===== config.mk =====
export PLATFORM = sky130hd
export DESIGN_NAME = flex_sipo_framer
export DESIGN_NICKNAME = d
export VERILOG_FILES = /design/src/rtl/flex_sipo_framer.sv
export SDC_FILE = /design/constraint.sdc
export NUM_CORES = 1
export LEC_CHECK = 0
export CORE_MARGIN = 2
export CORE_UTILIZATION = 35
export CTS_CLUSTER_SIZE = 40
export DETAILED_ROUTE_END_ITERATION = 8
export PLACE_DENSITY = 0.7
export SLEW_MARGIN = 10
export SYNTH_ARGS = -nofsm -noshare
export SYNTH_HDL_FRONTEND = slang
export SYNTH_SLANG_ARGS = --single-unit

===== constraint.sdc =====
create_clock -name clk -period 2 [get_ports clk]
set_input_delay 0.2 -clock clk [delete_from_list [all_inputs] [get_ports clk]]
set_output_delay 0.2 -clock clk [all_outputs]
set_load 0.01 [all_outputs]

===== src/rtl/flex_sipo_framer.sv =====
// Serial-to-parallel framer. Collects NUM_BITS serial bits and latches each completed word into a holding register.
// The holding register has a valid/read handshake and sticky overrun detection.
module flex_sipo_framer #(
    parameter int NUM_BITS  = 8,
    parameter bit SHIFT_MSB = 1'b1,
    parameter bit FILL_BIT  = 1'b1
) (
    input  logic                              clk,
    input  logic                              rst,
    input  logic                              shift_enable,
    input  logic                              serial_in,
    input  logic                              clear,
    input  logic                              data_read,
    output logic [NUM_BITS-1:0]               shift_out,
    output logic [NUM_BITS-1:0]               parallel_out,
    output logic [$clog2(NUM_BITS+1)-1:0]     bit_count,
    output logic                              data_valid,
    output logic                              frame_done,
    output logic                              overrun
);

    localparam int CW = $clog2(NUM_BITS + 1);
    localparam logic [CW-1:0] LAST_CNT = CW'(NUM_BITS - 1);

    logic [NUM_BITS-1:0] shift_reg, shift_next, shifted;
    logic [NUM_BITS-1:0] par_reg, par_next;
    logic [CW-1:0]       cnt_reg, cnt_next;
    logic                valid_reg, valid_next;
    logic                done_reg, done_next;
    logic                ovr_reg, ovr_next;

    // The direction decides which end the new bit enters and which neighbour feeds each bit.
    for (genvar gi = 0; gi < NUM_BITS; gi++) begin : g_shift
        if (SHIFT_MSB) begin : g_msb
            if (gi == 0) begin : g_in
                assign shifted[gi] = serial_in;
            end else begin : g_mv
                assign shifted[gi] = shift_reg[gi-1];
            end
        end else begin : g_lsb
            if (gi == NUM_BITS - 1) begin : g_in
                assign shifted[gi] = serial_in;
            end else begin : g_mv
                assign shifted[gi] = shift_reg[gi+1];
            end
        end
    end

    always_comb begin
        shift_next = shift_reg;
        cnt_next   = cnt_reg;
        par_next   = par_reg;
        valid_next = valid_reg;
        ovr_next   = ovr_reg;
        done_next  = 1'b0;

        // A bit arriving together with clear is dropped, so it can never complete a frame.
        if (clear) begin
            shift_next = {NUM_BITS{FILL_BIT}};
            cnt_next   = '0;
        end else if (shift_enable) begin
            shift_next = shifted;
            if (cnt_reg == LAST_CNT) begin
                cnt_next  = '0;
                done_next = 1'b1;
            end else begin
                cnt_next = cnt_reg + CW'(1);
            end
        end

        if (done_next) begin
            par_next   = shifted;
            valid_next = 1'b1;
            ovr_next   = data_read ? 1'b0 : (valid_reg | ovr_reg);
        end else if (data_read) begin
            valid_next = 1'b0;
            ovr_next   = 1'b0;
        end
    end

    always_ff @(posedge clk or posedge rst) begin
        if (rst) begin
            shift_reg <= {NUM_BITS{FILL_BIT}};
            par_reg   <= {NUM_BITS{FILL_BIT}};
            cnt_reg   <= '0;
            valid_reg <= 1'b0;
            done_reg  <= 1'b0;
            ovr_reg   <= 1'b0;
        end else begin
            shift_reg <= shift_next;
            par_reg   <= par_next;
            cnt_reg   <= cnt_next;
            valid_reg <= valid_next;
            done_reg  <= done_next;
            ovr_reg   <= ovr_next;
        end
    end

    assign shift_out    = shift_reg;
    assign parallel_out = par_reg;
    assign bit_count    = cnt_reg;
    assign data_valid   = valid_reg;
    assign frame_done   = done_reg;
    assign overrun      = ovr_reg;

endmodule


Yosys cells after proc, flatten, opt, wreduce, memory -nomap -nowiden
Index checks and enable logic that the tools add are counted.

word-level totals
  register bits after elaboration = 23
  output and inout port bits = 23

operators by class
  add/subtract/negate cells = 1
  eq/ne operators = 1
  mux-type cells = 12
  bitwise logic cells = 1
  reduce and logical (&&, ||, !) cells = 2

operators with widths
  kind                   count
  $mux W8                2
  $mux W4                3
  $mux W1                7
  $add A4 B1 Y4 const B  1
  $eq A4 B3 Y1 const B   1
  $reduce_bool A2 Y1     2
  $or A1 B1 Y1           1

Depth between registers and ports, before layout
Gate-level depths: netlist of run 1.

  word-level depth = 5
  gate-level depth with buffers = 5

Worst setup path before layout of run 1
Ideal clock, no wire load.

  path kind = reg2reg
  from = reg cnt_reg[0] (netlist: bit_count[0])
  to = reg par_reg[0] (netlist: parallel_out[0])
  setup time = 0.082 ns
  data arrival time = 1.379 ns
  required time = 1.918 ns
  setup slack = 0.539 ns
  stages on the path, launching flop included = 6
  path buffers = 1
  clock period less this slack = 1.461 ns
  cell sequence = dfrtp_1 -> ha_1 -> nand2b_4 -> nor3_4 -> buf_6 -> mux2_4

on the way
  cells in the longest elaborated chain, start to end = 4

ends and longest elaborated chain
  element                 line  source
  from (decl)             27    logic [CW-1:0] cnt_reg, cnt_next;
  from (signal assigned)  92    cnt_reg <= cnt_next;
  $eq A4 B3 Y1            63    if (cnt_reg == LAST_CNT) begin
  $mux W1                 63
  $mux W1                 61    end else if (shift_enable) begin
  $mux W1                 58    if (clear) begin
  named net done_next     29    logic done_reg, done_next;
  to (signal assigned)    84    par_reg <= {NUM_BITS{FILL_BIT}};
  to (signal assigned)    91    par_reg <= par_next;
  to (decl)               26    logic [NUM_BITS-1:0] par_reg, par_next;

The timed path passes the listed nets, and every way through them passes these cells.
A chain may end at the register's enable or synchronous reset.

Final worst setup path of run 1
  from = reg shift_reg[4] (netlist: shift_out[4])
  to = out shift_out[4]

RTL lines
  element                 line  source
  from (decl)             25    logic [NUM_BITS-1:0] shift_reg, shift_next, shifted;
  from (signal assigned)  83    shift_reg <= {NUM_BITS{FILL_BIT}};
  from (signal assigned)  90    shift_reg <= shift_next;
  to (decl)               14    output logic [NUM_BITS-1:0] shift_out,

No word-level cell between the ends.

==> results of run 1 <==
flip-flops by register name, indices dropped and copies added, names as in the netlist:
signal and cells:
data_valid 1, frame_done 1, shift_out 8, bit_count 4, parallel_out 8, overrun 1
final timing paths:
kind / end / slack (ps) / cells past startpoint
max reg2reg: parallel_out[5] / 450 / 5
min: parallel_out[0] / 300 / 2
max: shift_out[4] / 360 / 1
min in group clk: shift_out[0] / 530 / 2
max in group asynchronous: shift_out[5] / 1380 / 3
min reg2reg: overrun / 530 / 1
routing by layer:
layer  GRT usage, %  wire (um)
met1           18.4        861
met2           20.1        950
met3           5.13        117
met4           2.99         17
met5              0          0
cells in the mapped netlist:
master,instances
or2_2,1
nor2_1,2
nand2b_4,1
dfrtp_1,7
inv_1,3
o21ai_0,1
mux2i_1,1
a211o_1,8
dfstp_2,16
nand2b_1,1
nand2_1,3
or3_1,1
a22o_1,1
buf_6,1
a21oi_1,2
ha_1,1
nor3_4,1
buf_2,2
xnor2_1,1
mux2_2,1
clkbuf_1,1
nand4_1,1
mux2_4,7
nor2b_1,10
metrics by stage:
step                cells  area [um2]  hold slack, ps
floorplan              74        1010             190
global placement      133        1330             493
detailed placement    133        1330             504
CTS                   137        1360             303
global route          137        1360             323
finish                137        1360             297
logic make-up after synthesis:
| group | after synthesis | synth area share, % |
|---|---|---|
| muxes | 9 | 12.5 |
| DFF | 23 | 59.0 |
| xor gates and xnor gates | 1 | 0.868 |
| buffers and inverters | 7 | 3.59 |
| adders and majority gates | 1 | 1.24 |
| AOI/OAI and AO/OA | 12 | 9.29 |
| and+or+nand+nor | 21 | 13.5 |
final cells by class:
type	count	area, um2
sequential	23	596
multi-input combinational	44	378
timing repair buffer	32	310
fill	259	1400
tap	31	38.8
clock buffer	3	22.5
clock inverter	1	5.00
inverter	3	11.3
report_power, final:
part           switching (mW)  internal, mW
logic                  0.0437        0.0551
registers              0.0150         0.489
clock network           0.139        0.0747
==> out/summary.txt, run 1 <==
Status: complete, no violations
H-tree Lvls: 1
Commonest non-fill, non-tap cell in the layout: clkdlybuf4s50_1
Hold crit path type: input port to asynchronous set/reset pin
FF+latch count, synth: 23
Critical Path End Type: output port
Core area: 0.00276 mm2
Initial Util: 36.6%
Synth Instances: 74
Drt total wl: 1.95 mm
Total grt overflow: 0
CP arrival: 1440 ps
Hold_buf cts: 0
Row cnt: 19
Clk_skew: 1.33 ps
Die height: 57.7 um
Diodes inserted: 0
Critical R2R Launch: bit_count[0]
Crit path largest cell delay: 590 ps
Postcts setup bufs: 0
Critical path cell sequence: clkdlybuf4s50_1
Layout Utilization: 49.4%
Tot Pwr: 0.817 mW
DRC violations left: 0
Worst ir drop on vdd: 503 uV
Post-route ant nets: 0
CP max stage cell: dfstp_2
Setup TNS: 0 ps
Final setup viols: 0
Worst-path clk slew: 120 ps
Area delta synth->final: 34.8%
Vias in the first global route: 688
Bufs and invs on worst path: 1
Syn avg cell area: 13.6 um2
Crit path from: shift_out[4]
Max cap viols: 0
Global Route Usage Sum: 13.4%
Clock Tree Root: clkbuf_4
First-pass GRT wire length: 3.33 mm
TritonCTS buffer count: 3
Clock tree buffer depth: 2
Highest net fanout along the worst path: 4
Mapped Area: 0.00101 mm2
Largest net degree at the start of global routing: 19
Yosys warning total: 0
Drt first pass iters: 4
Die footprint: 0.00333 mm2
Routed wire per std cell: 14.2 um
Layout cell share with drive strength beyond 1: 33.0%
Placer Congestion: 0.656
Post-synth top area share: 41.6%
Data required time of the worst path: 1800 ps
Vias: 670
Pre-CTS setup slack: 289 ps
Die Width: 57.7 um
Slew Limit Fails: 0
Max Clock Freq: 610 MHz
CTS tree: done
Rel. slew slack: 83.9%
Boundary pin count: 29
Power per cell area: 600 mW/mm2
Crit share post-route: 82.0%
Endpoints failing hold: 0
Synth unique cells: 24
Crit-path leading delay family: flip-flops
Slew @ Worst Pin: 240 ps
RSZ-0062 raised after global routing: no
Mean number of vias per cell: 4.89
IO buf count: 28
CP Launch Type: register
Synthesized net count: 81
CTS resizes: 0
Most frequent cells in the layout: clkdlybuf4s50_1 (28), dfstp_2 (16), nor2b_1 (10), a211o_1 (8)
DR iter-0 viols: 5
P_leak: 0.564 nW
Clock Latency Late Sink: 310 ps
Clock sink count: 23
Synth top area cells: dfstp_2 (42%), dfrtp_1 (17%), mux2_4 (10%)
Most area-hungry cell type in the Yosys netlist: dfstp_2
Setup ws final: 360 ps
DP HPWL: 1.41 mm
Sequential cell area fraction in the yosys report: 59.0%
WS Path Type: register to output port
Fin nets: 114
Antenna violations before repair: 0
Fin crit period: 1640 ps
Power figures use the tool's default switching activity.
==> run 2: changes to the inputs <==
PLACE_DENSITY = 0.72   (was 0.7)
clock period = 1.35 ns   (was 2 ns; I/O delays follow)
==> run 2 against run 1 <==
  * The flow now finishes with violations (negative setup slack)
  * Flip-flop and latch count did not move
  * Global-route usage down 0.76 points
  * Count of clock-buffer cells in the layout grew 1
  * Combinational power grew 50%
  * First-iteration DRC count is 20% higher
  * Worst setup slack got worse by 360 ps
  * Wire length down 1.5%
  * Sequential share of layout area down 2.0 points
  * Sequential power up 48%
  * Critical path depth rose by 4
  * Clock skew increased by 8.8 ps
  * Highest routed layer is now met3
==> out/summary.txt, run 2 (synthesized netlist as in run 1, its figures left out) <==
Status: finished, violations left
Failing checks: negative setup slack
Sequential fraction of design power: 62.5%
Comb pwr share: 12.4%
CP Launch Type: register
First-pass GRT wire length: 3.30 mm
Post-route ant nets: 0
Internal: 0.918 mW
Power per cell area: 831 mW/mm2
Worst ir drop on vdd: 483 uV
Clk_skew: 10.1 ps
Clock tree buffer depth: 2
Highest net fanout along the worst path: 8
Drt total wl: 1.92 mm
H-tree Lvls: 1
Slew @ Worst Pin: 287 ps
Area delta synth->final: 42.0%
Vias in the first global route: 662
Max cap viols: 0
RSZ-0062 raised after global routing: yes
Most frequent cells in the layout: dlygate4sd2_1 (19), dfstp_2 (16), nor2b_1 (10), buf_4 (9)
Clock Tree Root: clkbuf_4
Die height: 57.7 um
Post-DP Area: 0.00140 mm2
P_leak: 0.703 nW
Critical Path End Type: register
Clock sink count: 23
Worst-path clk slew: 120 ps
Dpl cells: 138
Diodes inserted: 0
Clock Latency Late Sink: 300 ps
Total grt overflow: 0
Initial Util: 36.6%
Fin nets: 121
TritonCTS buffer count: 3
Clock share of power: 25.1%
Crit share post-route: 100%
DRC violations left: 0
Die footprint: 0.00333 mm2
Final Instance Area: 0.00143 mm2
WS Path Type: register to register
CP arrival: 1580 ps
Max Clock Freq: 739 MHz
Boundary pin count: 29
Layout cell share with drive strength beyond 1: 39.8%
Core area: 0.00276 mm2
Slew Limit Fails: 0
Net load switching power: 0.275 mW
Routed wire per std cell: 13.3 um
Commonest non-fill, non-tap cell in the layout: dlygate4sd2_1
Final setup viols: 1
Row cnt: 19
Drt first pass iters: 4
CTS tree: done
IO buf count: 28
DR iter-0 viols: 6
Fin crit period: 1350 ps
Placer Congestion: 0.711
Global Route Usage Sum: 12.6%
Mean number of vias per cell: 4.69
Antenna violations before repair: 0
Vias: 676
Data required time of the worst path: 1580 ps
Die Width: 57.7 um
Endpoints failing hold: 0
Hold crit path type: input port to asynchronous set/reset pin
Rel. slew slack: 80.9%
DP HPWL: 1.38 mm
Sw Ratio: 23.0%
Setup ws final: -3.55 ps
Non-filler instance count after layout: 144
Largest net degree at the start of global routing: 24
run 2: final timing paths:
kind,end,slack (ps),cells after the start,start
setup / recovery,parallel_out[3],-4,5,bit_count[0]
hold / removal,bit_count[2],160,3,rst
setup reg to reg,parallel_out[3],-4,5,bit_count[0]
hold reg to reg,overrun,530,1,overrun
max in group asynchronous,shift_out[2],900,3,rst
min in group clk,shift_out[0],450,2,serial_in
run 2: cell type report:
cell class                      count  area (um2)
Clock buffer                        4        26.3
Fill cell                         243        1320
Inverter                            3        11.3
Multi-Input combinational cell     44         397
Sequential cell                    23         598
Tap cell                           31        38.8
Timing Repair Buffer               39         363
run 2: routing by layer:
metal | GRT usage [%] | up-vias | routed length (um)
met5 | 0 | - | 0
met1 | 20.1 | 322 | 898
met4 | 1.99 | 0 | 0
li1 | - | 330 | -
met2 | 17.5 | 24 | 890
met3 | 3.13 | 0 | 129
run 2: timing repair:
action                                  4_1_cts  5_1_grt
endpoints found under the setup margin       29       12
gates resized for setup                      22        5
pin swaps                                     2        0
hold buffers                                  0        0
setup buffers                                 1        1
run 2: through the flow:
step / setup TNS (ps) / setup WS (ps) / util (%) / power [mW] / hold slack [ps]
floorplan: -28.9 / -4.12 / - / 0.829 / 125
global placement: -776 / -96.2 / 50.7 / 0.916 / 493
detailed placement: -1130 / -119 / 50.7 / 0.919 / 497
CTS: -13.3 / -13.1 / 51.3 / 1.21 / 157
global route: -353 / -58.6 / 52.0 / 1.25 / 181
finish: -3.55 / -3.55 / 52.0 / 1.19 / 162
run 2: power by group through the flow:
| stage | clock network (mW) | logic (mW) | registers (mW) |
|---|---|---|---|
| after detailed placement | 0 | 0.162 | 0.757 |
| final | 0.299 | 0.148 | 0.745 |
| after global routing | 0.336 | 0.162 | 0.751 |
| after global placement | 0 | 0.159 | 0.757 |
| after floorplan | 0 | 0.0634 | 0.766 |
| after CTS | 0.319 | 0.149 | 0.746 |
run 2: worst max-delay path, stage by stage (launching register included):
cell,delay [ps]
dfrtp_2,410
ha_4,160
nand2b_4,60
nor3_4,190
buf_12,170
mux2_4,300
==> run 3: changes to the inputs <==
CAP_MARGIN = 30   (was default)
==> results of run 3 <==
No change in the layout: final DEF, timing and power equal those of run 2.
==> variant: new RTL, settings of run 1 <==
The parameter `FILL_BIT` goes from 1'b1 to 1'b0.
--- a/src/rtl/flex_sipo_framer.sv
+++ b/src/rtl/flex_sipo_framer.sv
@@ -5,3 +5,3 @@
     parameter bit SHIFT_MSB = 1'b1,
-    parameter bit FILL_BIT  = 1'b1
+    parameter bit FILL_BIT  = 1'b0
 ) (
Check against the original RTL: not equivalent (Yosys sat finds a counterexample within 4 cycles, from zero or initial values and one cycle with rst high).
==> variant against run 1 <==
Routed wire length shrank 6.5%; design area shrank 2.3%; sequential share of layout area shrank 0.48 points; critical path type is now reg -> reg; synthesized area shrank 3.5%; worst hold slack lost 0.069 ns; power shrank 8.7%; sequential power shrank 5.4%; die area shrank 3.2%; sequential cell count is the same; register-to-register slack lost 0.02 ns; worst setup slack gained 0.066 ns; synthesized cell count shrank 1.4%; clock power shrank 4%.
==> variant: results (changes against run 1) <==
stage	metric	value	unit	change
routing	drt first pass iters	2		-2
sta	Max Clock Skew	0.00518	ns	+0.00385 ns
routing	DRT iter0 DRCs	6		+1
routing	Via density	4.69		-4.2%
worst_setup_path	critical path peak fanout	11		+7
synthesis	synth cell count leaders	dfrtp_1 (23), nor2_1 (10), mux2i_1 (9), mux2_4 (7)		
power_and_ir_drop	VDD IR max	0.000346	V	-31%
power_and_ir_drop	static leakage	0.625	nW	+11%
clock_network	Resized cells post-CTS	0		unchanged
final_layout	layout cell share with drive strength beyond 1	0.151		-0.179
grt	pin count of the biggest net entering global routing	24		+5
synthesis	syn_nets	80		-1.2%
worst_setup_path	Critical Path End	parallel_out[0]		
grt	first-pass GRT wire length	3020	um	-9.3%
synthesis	Seq/Total Area, Yosys	0.591		+0.000662
final_layout	fillers	260		+0.39%
grt	total track usage	0.121		-0.0124
synthesis	top_reg_cell synth	dfrtp_1		
worst_setup_path	setup slack, reg-to-reg	0.43	ns	-0.02 ns
worst_setup_path	Worst EP arrival	1.76	ns	+0.32 ns
synthesis	Yosys cell types	22		-8.3%
clock_network	cts bufs inserted	3		unchanged
routing	final wirelength	1820	um	-6.5%
sta	worst slew pin tran	0.284	ns	+0.0439 ns
grt	vias in the first global route	662		-3.8%
synthesis	synth top area cells	dfrtp_1 (59%), mux2_4 (11%), mux2i_1 (9.2%)		
place	DP Wirelength	1320	um	-6.6%
place	RD Place Congestion	0.680		+3.6%
status	status	finished clean		
variant: cell count changes in the layout (fill, tap and decap cells not counted), sizes merged:
cell,change
nor2b,-8
a211o,-8
dfrtp,+16
dfstp,-16
clkinv,-1
mux2i,+8
clkbuf,+1
nor2,+8
variant: cell type report:
class | instances | area, um^2 | area share
flip-flops and latches | 23 | 576 | 0.433
repair buffers | 32 | 310 | 0.233
clock buffers | 4 | 26.3 | 0.0198
multi-input cells | 44 | 368 | 0.277
inverters | 3 | 11.3 | 0.00847
well taps | 31 | 38.8 | 0.0292
variant: stage by stage:
stage | setup WS [ns] | utilization | hold slack (ns) | cell area, um^2 | std cells
2_1_floorplan | 0.496 | - | 0.202 | 975 | 73
3_5_place_dp | 0.431 | 0.481 | 0.478 | 1300 | 133
3_3_place_gp | 0.441 | 0.481 | 0.480 | 1300 | 133
5_1_grt | 0.330 | 0.491 | 0.248 | 1330 | 137
4_1_cts | 0.414 | 0.491 | 0.230 | 1330 | 137
6_report | 0.426 | 0.491 | 0.228 | 1330 | 137
variant: how the worst min path moves through the flow:
| stage | start | endpoint | cells after the start | slack (ns) |
|---|---|---|---|---|
| floorplan | rst | bit_count[0] | 1 | 0.20 |
| global placement | parallel_out[5] | parallel_out[5] | 1 | 0.48 |
| detailed placement | parallel_out[5] | parallel_out[5] | 1 | 0.48 |
| CTS | rst | shift_out[6] | 3 | 0.23 |
| global route | rst | parallel_out[3] | 3 | 0.25 |
| finish | rst | parallel_out[3] | 3 | 0.23 |
variant: per-layer routing:
| layer | track usage | vias to the layer above | part of all wire |
|---|---|---|---|
| met5 | 0 | - | 0 |
| met4 | 0.0498 | 0 | 0.0071 |
| met3 | 0.0207 | 2 | 0.027 |
| met2 | 0.191 | 11 | 0.49 |
| met1 | 0.165 | 320 | 0.48 |
| li1 | - | 309 | - |
variant: power by group:
| part | leakage, nW | total, W | internal [W] | switching [W] |
|---|---|---|---|---|
| clock network | 0.0150 | 0.000206 | 0.0000775 | 0.000128 |
| registers | 0.319 | 0.000477 | 0.000470 | 0.00000612 |
| logic | 0.291 | 0.0000642 | 0.0000321 | 0.0000321 |
| total | 0.625 | 0.000746 | 0.000580 | 0.000166 |
variant: logic make-up (layout without fill, tap and decap cells):
| family | Yosys count | after routing | share of synthesized area |
|---|---|---|---|
| compound gates | 4 | 4 | 0.0244 |
| fa+ha+maj | 1 | 1 | 0.0128 |
| buf+inv | 6 | 39 | 0.0321 |
| simple gates | 21 | 21 | 0.119 |
| flops | 23 | 23 | 0.590 |
| xor+xnor | 1 | 1 | 0.00899 |
| mux | 17 | 17 | 0.212 |
variant: critical path, stage by stage, from the launching register on:
cell and delay, ns:
dfrtp_1 0.43, ha_1 0.26, nand2b_4 0.08, nor3_4 0.14, buf_4 0.23, mux2_4 0.32
